### src/rtl/video_fb_writer_if.sv
// Pixel stream in, Avalon-MM write bus out, bundled so the writer and its
// environment share one set of widths. "master" is the framebuffer writer's
// view (it masters the Avalon bus); "slave" is the source/memory side.
interface video_fb_writer_if #(
  parameter int RGB_SIZE  = 12,
  parameter int AVN_AW    = 20,
  parameter int AVN_DW    = 16,
  parameter int H_DISPLAY = 640,
  parameter int V_DISPLAY = 480
);
  localparam int HC_W = $clog2(H_DISPLAY);
  localparam int VC_W = $clog2(V_DISPLAY);

  logic                  src_vld;
  logic                  src_rdy;
  logic [RGB_SIZE-1:0]   src_rgb;
  logic [HC_W-1:0]       src_hc;
  logic [VC_W-1:0]       src_vc;

  logic                  avn_write;
  logic [AVN_AW-1:0]     avn_address;
  logic [AVN_DW-1:0]     avn_writedata;
  logic [AVN_DW/8-1:0]   avn_byteenable;
  logic                  avn_waitrequest;

  modport master (
    input  src_vld, src_rgb, src_hc, src_vc, avn_waitrequest,
    output src_rdy, avn_write, avn_address, avn_writedata, avn_byteenable
  );

  modport slave (
    output src_vld, src_rgb, src_hc, src_vc, avn_waitrequest,
    input  src_rdy, avn_write, avn_address, avn_writedata, avn_byteenable
  );
endinterface

### src/rtl/video_fb_writer.sv
// Framebuffer writer: turns a coordinate-tagged pixel stream into Avalon-MM
// word writes, optionally packing two pixels per word, with two-page
// (front/back) buffering swapped at frame boundaries.
module video_fb_writer #(
  parameter int RGB_SIZE    = 12,
  parameter int AVN_AW      = 20,
  parameter int AVN_DW      = 16,
  parameter int H_DISPLAY   = 640,
  parameter int V_DISPLAY   = 480,
  parameter int PACK        = 1,
  parameter int DOUBLE_BUF  = 1,
  parameter int PAGE_OFFSET = 2**19
) (
  input  logic               sys_clk,
  input  logic               sys_rst_n,
  video_fb_writer_if.master  bus,
  input  logic               swap_req,
  output logic               front_page,
  output logic               frame_done
);

  localparam int HC_W   = $clog2(H_DISPLAY);
  localparam int VC_W   = $clog2(V_DISPLAY);
  localparam int HALF_W = AVN_DW / 2;
  localparam int BE_W   = AVN_DW / 8;
  localparam logic [BE_W-1:0] BE_ALL = '1;
  localparam logic [BE_W-1:0] BE_LO  = BE_ALL >> (BE_W / 2);
  localparam logic [BE_W-1:0] BE_HI  = BE_ALL << (BE_W / 2);

  typedef enum logic {EMPTY, HALF} pack_state_t;

  pack_state_t         state, state_nxt;

  logic                write_q;
  logic [AVN_AW-1:0]   addr_q;
  logic [AVN_DW-1:0]   data_q;
  logic [BE_W-1:0]     be_q;
  logic                last_q;

  logic [HALF_W-1:0]   held_lo;
  logic [HC_W-1:0]     held_hc;
  logic [VC_W-1:0]     held_vc;
  logic [AVN_AW-1:0]   held_addr;

  logic                write_page;
  logic                swap_pending;
  logic                frame_done_q;

  logic                out_free;
  logic                in_range;
  logic                is_last;
  logic                is_edge;
  logic                consecutive;
  logic                flush;
  logic                accept;
  logic [31:0]         pix_index;
  logic [AVN_AW-1:0]   pix_addr;
  logic [HALF_W-1:0]   new_half;

  logic                issue;
  logic [AVN_AW-1:0]   issue_addr;
  logic [AVN_DW-1:0]   issue_data;
  logic [BE_W-1:0]     issue_be;
  logic                issue_last;
  logic                hold;

  assign bus.avn_write      = write_q;
  assign bus.avn_address    = addr_q;
  assign bus.avn_writedata  = data_q;
  assign bus.avn_byteenable = be_q;
  assign frame_done         = frame_done_q;
  assign front_page         = (DOUBLE_BUF == 1) ? ~write_page : 1'b0;

  // The output register can take a new word when empty or when its current
  // word is being accepted this cycle. A flush steals one free slot to drain
  // the held half before the non-adjacent pixel is taken.
  assign out_free    = ~write_q | ~bus.avn_waitrequest;
  assign in_range    = (32'(bus.src_hc) < H_DISPLAY) && (32'(bus.src_vc) < V_DISPLAY);
  assign is_last     = (32'(bus.src_hc) == H_DISPLAY - 1) && (32'(bus.src_vc) == V_DISPLAY - 1);
  assign is_edge     = (32'(bus.src_hc) == H_DISPLAY - 1);
  assign consecutive = (held_hc + HC_W'(1) == bus.src_hc) && (held_vc == bus.src_vc);
  assign flush       = (PACK == 2) && (state == HALF) && out_free && bus.src_vld &&
                       in_range && !consecutive;
  assign bus.src_rdy = out_free & ~flush;
  assign accept      = bus.src_vld & bus.src_rdy;
  assign pix_index   = 32'(bus.src_vc) * 32'(H_DISPLAY) + 32'(bus.src_hc);
  assign pix_addr    = AVN_AW'(pix_index / 32'(PACK)) +
                       (write_page ? AVN_AW'(PAGE_OFFSET) : AVN_AW'(0));
  assign new_half    = HALF_W'(bus.src_rgb);

  // Packer state register.
  always_ff @(posedge sys_clk or negedge sys_rst_n) begin
    if (!sys_rst_n) state <= EMPTY;
    else            state <= state_nxt;
  end

  // Decide what word (if any) to issue this cycle and where the packer goes.
  always_comb begin
    state_nxt  = state;
    issue      = 1'b0;
    issue_addr = pix_addr;
    issue_data = '0;
    issue_be   = '0;
    issue_last = 1'b0;
    hold       = 1'b0;
    if (flush) begin
      issue      = 1'b1;
      issue_addr = held_addr;
      issue_data = {HALF_W'(0), held_lo};
      issue_be   = BE_LO;
      state_nxt  = EMPTY;
    end else if (accept && in_range) begin
      if (PACK == 1) begin
        issue      = 1'b1;
        issue_data = AVN_DW'(bus.src_rgb);
        issue_be   = BE_ALL;
        issue_last = is_last;
      end else if (state == HALF) begin
        issue      = 1'b1;
        issue_addr = held_addr;
        issue_data = {new_half, held_lo};
        issue_be   = BE_ALL;
        issue_last = is_last;
        state_nxt  = EMPTY;
      end else if (!bus.src_hc[0] && !is_edge) begin
        hold      = 1'b1;
        state_nxt = HALF;
      end else if (!bus.src_hc[0]) begin
        issue      = 1'b1;
        issue_data = {HALF_W'(0), new_half};
        issue_be   = BE_LO;
        issue_last = is_last;
      end else begin
        issue      = 1'b1;
        issue_data = {new_half, HALF_W'(0)};
        issue_be   = BE_HI;
        issue_last = is_last;
      end
    end
  end

  // Single output stage: only reloads when the bus is not stalling it.
  always_ff @(posedge sys_clk or negedge sys_rst_n) begin
    if (!sys_rst_n) begin
      write_q <= 1'b0;
      addr_q  <= '0;
      data_q  <= '0;
      be_q    <= '0;
      last_q  <= 1'b0;
    end else if (out_free) begin
      write_q <= issue;
      if (issue) begin
        addr_q <= issue_addr;
        data_q <= issue_data;
        be_q   <= issue_be;
        last_q <= issue_last;
      end
    end
  end

  // Held low-half pixel, with the address captured at acceptance so a later
  // page swap cannot move it.
  always_ff @(posedge sys_clk or negedge sys_rst_n) begin
    if (!sys_rst_n) begin
      held_lo   <= '0;
      held_hc   <= '0;
      held_vc   <= '0;
      held_addr <= '0;
    end else if (hold) begin
      held_lo   <= new_half;
      held_hc   <= bus.src_hc;
      held_vc   <= bus.src_vc;
      held_addr <= pix_addr;
    end
  end

  // End-of-frame pulse and page swap bookkeeping.
  always_ff @(posedge sys_clk or negedge sys_rst_n) begin
    if (!sys_rst_n) begin
      frame_done_q <= 1'b0;
      write_page   <= 1'b0;
      swap_pending <= 1'b0;
    end else begin
      frame_done_q <= write_q & ~bus.avn_waitrequest & last_q;
      if (frame_done_q && (swap_pending || swap_req)) begin
        write_page   <= (DOUBLE_BUF == 1) ? ~write_page : 1'b0;
        swap_pending <= 1'b0;
      end else if (swap_req) begin
        swap_pending <= 1'b1;
      end
    end
  end

endmodule

### src/flat_wrapper.sv
// flat-port wrapper written by rule: the top's interface ports become plain ports
module video_fb_writer_flat 
#(
  parameter int RGB_SIZE    = 12,
  parameter int AVN_AW      = 20,
  parameter int AVN_DW      = 16,
  parameter int H_DISPLAY   = 640,
  parameter int V_DISPLAY   = 480,
  parameter int PACK        = 1,
  parameter int DOUBLE_BUF  = 1,
  parameter int PAGE_OFFSET = 2**19
)
  (sys_clk, sys_rst_n, swap_req, front_page, frame_done, bus_src_vld, bus_src_rgb, bus_src_hc, bus_src_vc, bus_avn_waitrequest, bus_src_rdy, bus_avn_write, bus_avn_address, bus_avn_writedata, bus_avn_byteenable);
  video_fb_writer_if #(.RGB_SIZE(RGB_SIZE), .AVN_AW(AVN_AW), .AVN_DW(AVN_DW), .H_DISPLAY(H_DISPLAY), .V_DISPLAY(V_DISPLAY)) bus_i ();
  input  logic sys_clk;
  input  logic sys_rst_n;
  input  logic swap_req;
  output logic front_page;
  output logic frame_done;
  input wire logic [$bits(bus_i.src_vld)-1:0] bus_src_vld;
  input wire logic [$bits(bus_i.src_rgb)-1:0] bus_src_rgb;
  input wire logic [$bits(bus_i.src_hc)-1:0] bus_src_hc;
  input wire logic [$bits(bus_i.src_vc)-1:0] bus_src_vc;
  input wire logic [$bits(bus_i.avn_waitrequest)-1:0] bus_avn_waitrequest;
  output wire logic [$bits(bus_i.src_rdy)-1:0] bus_src_rdy;
  output wire logic [$bits(bus_i.avn_write)-1:0] bus_avn_write;
  output wire logic [$bits(bus_i.avn_address)-1:0] bus_avn_address;
  output wire logic [$bits(bus_i.avn_writedata)-1:0] bus_avn_writedata;
  output wire logic [$bits(bus_i.avn_byteenable)-1:0] bus_avn_byteenable;
  assign bus_i.src_vld = bus_src_vld;
  assign bus_i.src_rgb = bus_src_rgb;
  assign bus_i.src_hc = bus_src_hc;
  assign bus_i.src_vc = bus_src_vc;
  assign bus_i.avn_waitrequest = bus_avn_waitrequest;
  assign bus_src_rdy = bus_i.src_rdy;
  assign bus_avn_write = bus_i.avn_write;
  assign bus_avn_address = bus_i.avn_address;
  assign bus_avn_writedata = bus_i.avn_writedata;
  assign bus_avn_byteenable = bus_i.avn_byteenable;
  video_fb_writer #(.RGB_SIZE(RGB_SIZE), .AVN_AW(AVN_AW), .AVN_DW(AVN_DW), .H_DISPLAY(H_DISPLAY), .V_DISPLAY(V_DISPLAY), .PACK(PACK), .DOUBLE_BUF(DOUBLE_BUF), .PAGE_OFFSET(PAGE_OFFSET)) u_core (.sys_clk(sys_clk), .sys_rst_n(sys_rst_n), .bus(bus_i), .swap_req(swap_req), .front_page(front_page), .frame_done(frame_done));
endmodule
### config.mk
export PLATFORM = sky130hd
export DESIGN_NAME = video_fb_writer_flat
export DESIGN_NICKNAME = d
export VERILOG_FILES = /design/src/rtl/video_fb_writer_if.sv /design/src/rtl/video_fb_writer.sv /design/src/flat_wrapper.sv
export SDC_FILE = /design/constraint.sdc
export NUM_CORES = 1
export LEC_CHECK = 0
export CAP_MARGIN = 20
export CELL_PAD_IN_SITES_DETAIL_PLACEMENT = 1
export CELL_PAD_IN_SITES_GLOBAL_PLACEMENT = 1
export CORE_UTILIZATION = 36
export DETAILED_ROUTE_END_ITERATION = 8
export PLACE_DENSITY_LB_ADDON = 0.1
export SLEW_MARGIN = 25
export SYNTH_ARGS = -nofsm -noshare
export SYNTH_HDL_FRONTEND = slang
export SYNTH_SLANG_ARGS = --single-unit
export TNS_END_PERCENT = 5
### constraint.sdc
create_clock -name sys_clk -period 2.15 [get_ports sys_clk]
set_clock_uncertainty 0.2 [all_clocks]
set_input_delay 0.3225 -clock sys_clk [delete_from_list [all_inputs] [get_ports sys_clk]]
set_output_delay 0.3225 -clock sys_clk [all_outputs]
set_load 0.02 [all_outputs]
# After elaboration in Yosys (flattened, before gate mapping)
# Cells that the tools add are included.
dict set report op_classes {
  n_mux 7
  reduce_logical 7
  n_eq_ne 2
  bitwise 7
  addsub 2
  n_mul 1
  n_lt_le_gt_ge 2
}
# op n
set ops {}
lappend ops {{adder 19 x 10 -> 20 bit} 1}
lappend ops {{adder 20 bit} 1}
lappend ops {{2-to-1 mux 20 bit} 1}
lappend ops {{multiplier 9 x 3 -> 12 bit, second input constant} 1}
lappend ops {{2-to-1 mux 12 bit} 1}
lappend ops {{== test 10 bit, second input constant} 1}
lappend ops {{< comparator 10 bit, second input constant} 1}
lappend ops {{== test 9 bit, second input constant} 1}
lappend ops {{< comparator 9 bit, second input constant} 1}
lappend ops {{logical AND 1 bit} 4}
lappend ops {{2-to-1 mux 1 bit} 4}
lappend ops {{AND 1 bit} 3}
lappend ops {{NOT 1 bit} 3}
lappend ops {{2-to-1 mux 2 bit} 1}
lappend ops {{AND reduction 2 bit} 1}
lappend ops {{nonzero test 2 bit} 1}
lappend ops {{logical OR 1 bit} 1}
lappend ops {{bitwise OR 1 bit} 1}
dict set report word_totals {
  regBits 43
  out_inout_bits 42
  elab_cells 36
}

# Depth between registers and ports, before layout
# Gate-level depths: netlist of run 1.
dict set report depth {
  depth_word 6
  mapped_depth 9
}

# Worst setup path after synthesis of run 1
# OpenSTA, ideal clock, no wires.
dict set report synth_path {
  path_type {in2reg}
  from {input port bus_src_vc[1]}
  to {register u_core.addr_q[17] (netlist: u_core.bus.avn_address[17])}
  setup_ns 0.132
  t_required_ns 1.818
  path_stages 9
  n_path_buf 0
  arrival_time_ns 2.262
  setup_slack_ns -0.444
  cell_sequence {ha_1 ha_1 fa_1 a21o_1 a221oi_2 xnor2_1 nand4_1 xor2_1 o21ai_1}
}
dict set report synth_between {
  elab_chain_cells 5
}
# item line
set synth_rtl {}
lappend synth_rtl {{start: declaration} flat_wrapper.sv:23} ;# input wire logic [$bits(bus_i.src_vc)-1:0] bus_src_vc;
lappend synth_rtl {{branches (longest 5 deep; another with adder 19 x 10 -> 20 bit)} --}
lappend synth_rtl {{end signal: assignment} video_fb_writer.sv:153} ;# addr_q <= issue_addr;
lappend synth_rtl {{end: declaration} video_fb_writer.sv:35} ;# logic [AVN_AW-1:0] addr_q;
# Several ways; the timed one is not identified.
# A chain may end at the register's enable or synchronous reset.

# Worst setup path in the final report of run 1
dict set report layout_path {
  from {input port bus_src_vc[3]}
  to {register u_core.addr_q[17] (netlist: u_core.bus.avn_address[17])}
}
# Same word-level chain as after synthesis.

==> summary.txt, run 1 <==
Placed design
  • Area after DPL: 3220 um2
  • # port buffers: 73
  • Post-placement cell count: 358
  • Post-DP HPWL: 4.15 mm
  • Placer Congestion: 0.768
  • DP Worst Slack: -885 ps

Global route
  • Total gr overflow: 0
  • Gr usage total: 19.7%
  • Top Usage Layer GRT: met2
  • Grt met3 use: 3.95%
  • Vias in the first global route: 1,940
  • Met1 Resource Use GR: 24.7%
  • Met2 Track Usage GR: 34.2%
  • First-pass GRT wire length: 9.38 mm
  • Initial antenna violation count: 0
  • Pin count of the biggest net entering global routing: 39

Critical path
  • Worst r2r dst: u_core.bus.avn_address[12]
  • Critical-path cell list: buf_8 -> ha_4 -> ha_4 -> fa_2 -> a21o_1 -> a221oi_4 -> xnor2_2 -> nand4_1 -> xor2_1 -> o21ai_1
  • Worst setup EP type: register
  • CP Launch Point: bus_src_vc[3]
  • Register-to-Register Path Depth: 6
  • Slowest Stage Delay on Critical Path: 360 ps
  • Worst-path fanout max: 2
  • Stages on worst setup path: 10
  • Worst path buffer plus inverter count: 1
  • CP max-delay cell: fa_2
  • R2R Setup Slk: 500 ps
  • Cell family with most CP delay: adder cells
  • Arrival @ worst endpoint: 2320 ps
  • Critical Path Source Type: input port
  • Crit Path Category: in -> reg
  • Most frequent CP cell: ha_4
  • WP data required: 2170 ps
  • Reg-to-Reg Start: u_core.bus.avn_write
  • Crit path to: u_core.bus.avn_address[17]

Synth
  • Async set or reset register ratio after synthesis: 100%
  • Top_reg_cell synth: dfrtp_1
  • Post-Syn Instances: 184
  • Number of synthesized flops with an enable pin: 0
  • Top-area cell type share of the netlist area: 45.0%
  • Mapped Area: 2110 um2
  • Sequential element share of the synthesized area: 45.0%
  • Syn_area_per_cell: 11.5 um2
  • Yosys cell types: 38
  • Area contributors post-synth: dfrtp_1 (45%), ha_1 (10%), mux2_2 (7.5%)
  • Yosys reg bits: 38
  • Synth warn: 0
  • Yosys top cell by area: dfrtp_1

Timing
  • F_max: 433 MHz
  • Fin worst setup slack: -157 ps
  • Min Hold Slack: 270 ps
  • Setup_tns: -516 ps
  • Fin crit share: 107%
  • Unrepaired setup endpoints after global routing: true
  • Minimum clock period: 2310 ps
  • Setup violators final: 5
  • Final hold vios: 0
  • Slew Limit Fails: 0

Floorplan
  • Site row count: 27
  • Die H: 78.6 um
  • Die ar.: 6180 um2
  • Core area: 5570 um2
  • Die width: 78.6 um
  • Initial cell density of the core: 37.9%
  • # IOs: 78

Power
  • Clock Power Share: 17.3%
  • Comb pwr share: 47.3%
  • Pwr Total: 2.64 mW
  • Net Sw Frac: 34.0%
  • Pleak: 1.52 nW
  • Pwr/cell area: 734 nW/um2
  • VDD IR max: 0.476 mV
  • Switching pwr: 895 uW
  • Internal: 1.74 mW
  • Flop pwr share: 35.4%

Finish
  • Diode count: 0
  • Final core utilization: 64.4%
  • Post-layout nets: 356
  • Fill count: 578
  • Post-route cell area: 3590 um2
  • Layout cells sized above 1: 37.2%
  • P&R area growth vs syn: 70.1%
  • Cell Count, Final, Fillers Out: 373

Detailed routing
  • DRC Markers: 0
  • DRT Pass-1 Iters: 3
  • Vias: 1,838
  • Final ANT Viol Nets: 0
  • Vias per cell: 4.93
  • Wirelength per Cell: 16.1 um
  • Total wire length: 6.01 mm
  • Initial DRC Count: 43

Clock network
  • CTS tree: built
  • Reg clk slew, reported paths: 70 ps
  • Cts bufs inserted: 5
  • Clock Latency Late Sink: 280 ps
  • Clock Tree Root: clkbuf_8
  • Clock buffer depth: 2
  • CTS Sinks: 38
  • H-tree depth: 2

Run
  • Max_cap viols: 0

Status
  • Status: finished, violations left
  • Failing checks: setup timing

Hold path
  • Hold Path Class: reg -> reg
per-layer routing:
metal / share of wire (%) / vias up
li1: - / 875
met1: 42 / 901
met2: 53 / 55
met3: 4.5 / 7
met4: 1.1 / 0
met5: 0 / -
sequential cells by signal (all words and copies together), names as in the netlist:
| name | cells |
|---|---|
| u_core.bus.avn_address | 20 |
| u_core.bus.avn_writedata | 12 |
| u_core.bus.avn_byteenable | 1 |
| u_core.bus.avn_write | 1 |
| u_core.frame_done | 1 |
| u_core.last_q | 1 |
| u_core.swap_pending | 1 |
| u_core.write_page | 1 |
cells in the mapped netlist (2+ instances only):
cell / number
dfrtp_1: 38
ha_1: 17
nand2_1: 17
mux2_2: 14
o21ai_0: 10
xor2_1: 8
a21oi_1: 6
inv_1: 6
mux2_1: 6
buf_4: 5
nor2_1: 5
xnor2_1: 5
nor2b_1: 4
o21ai_1: 4
a21o_1: 3
clkbuf_1: 3
nand3_1: 3
nand4_1: 3
o21bai_1: 3
buf_2: 2
fa_1: 2
nor3_1: 2
nor3b_1: 2
o2111ai_1: 2
layout by cell type, fill, tap and decap left out, types with 6 or more instances in the layout:
master | netlist | layout
clkdlybuf4s50_1 | 0 | 62
buf_4 | 5 | 40
dfrtp_1 | 38 | 38
nand2_1 | 17 | 17
mux2_2 | 14 | 14
ha_4 | 0 | 13
o21ai_0 | 10 | 9
inv_1 | 6 | 6
mux2_1 | 6 | 6
xor2_1 | 8 | 6
worst min path at each step:
stage,start,end,slack [ps],depth (start not counted)
floorplan,sys_rst_n,u_core.bus.avn_address[0],-170,0
global placement,sys_rst_n,u_core.bus.avn_byteenable[0],200,2
detailed placement,sys_rst_n,u_core.bus.avn_address[16],200,2
CTS,u_core.frame_done,u_core.swap_pending,280,1
global route,u_core.frame_done,u_core.swap_pending,300,1
finish,u_core.frame_done,u_core.swap_pending,270,1
power groups by stage:
stage | Combinational [mW] | Clock, mW | Sequential (mW)
after global placement | 1.10 | 0 | 0.938
after CTS | 1.19 | 0.471 | 0.935
after floorplan | 0.356 | 0 | 1.13
after detailed placement | 1.12 | 0 | 0.950
final | 1.25 | 0.456 | 0.933
after global routing | 1.33 | 0.500 | 0.951
cell families after synthesis:
group           share of synthesized area [%]
simple gates                             10.7
mux                                      10.7
xor+xnor                                 6.16
flops                                    45.0
buf+inv                                  3.85
compound gates                           11.5
fa+ha+maj                                12.0
other cells                             0.178
worst reg2reg max path, cell delays in order (launching register included):
cell       delay [ps]
dfrtp_1           390
nand2_1           100
buf_4             140
o2111ai_4         130
buf_12            200
buf_4             180
o31ai_1           230
layout make-up:
type                    count  area (um2)  area share [%]
multi-input cells         133        1370            38.0
clock buffers               5        68.8            1.92
well taps                  72        90.1            2.51
clock inverters             2        10.0           0.279
inverters                   6        22.5           0.627
repair buffers            117        1080            30.2
flip-flops and latches     38         951            26.5
what timing repair did:
action | in CTS | in global routing
hold buffers | 1 | 0
setup endpoints to repair | 8 | 6
setup buffers | 4 | 3
pin swaps | 19 | 20
endpoints found under the hold margin | 38 | 0
resized for setup | 52 | 21
No activity file was read; power rests on OpenSTA's default activity.
==> inputs of run 2 (changes only) <==
Settings changed: ABC_CLOCK_PERIOD_IN_PS set to 2150.
==> results of run 2 <==
No change in the layout: final DEF, timing and power equal those of run 1.
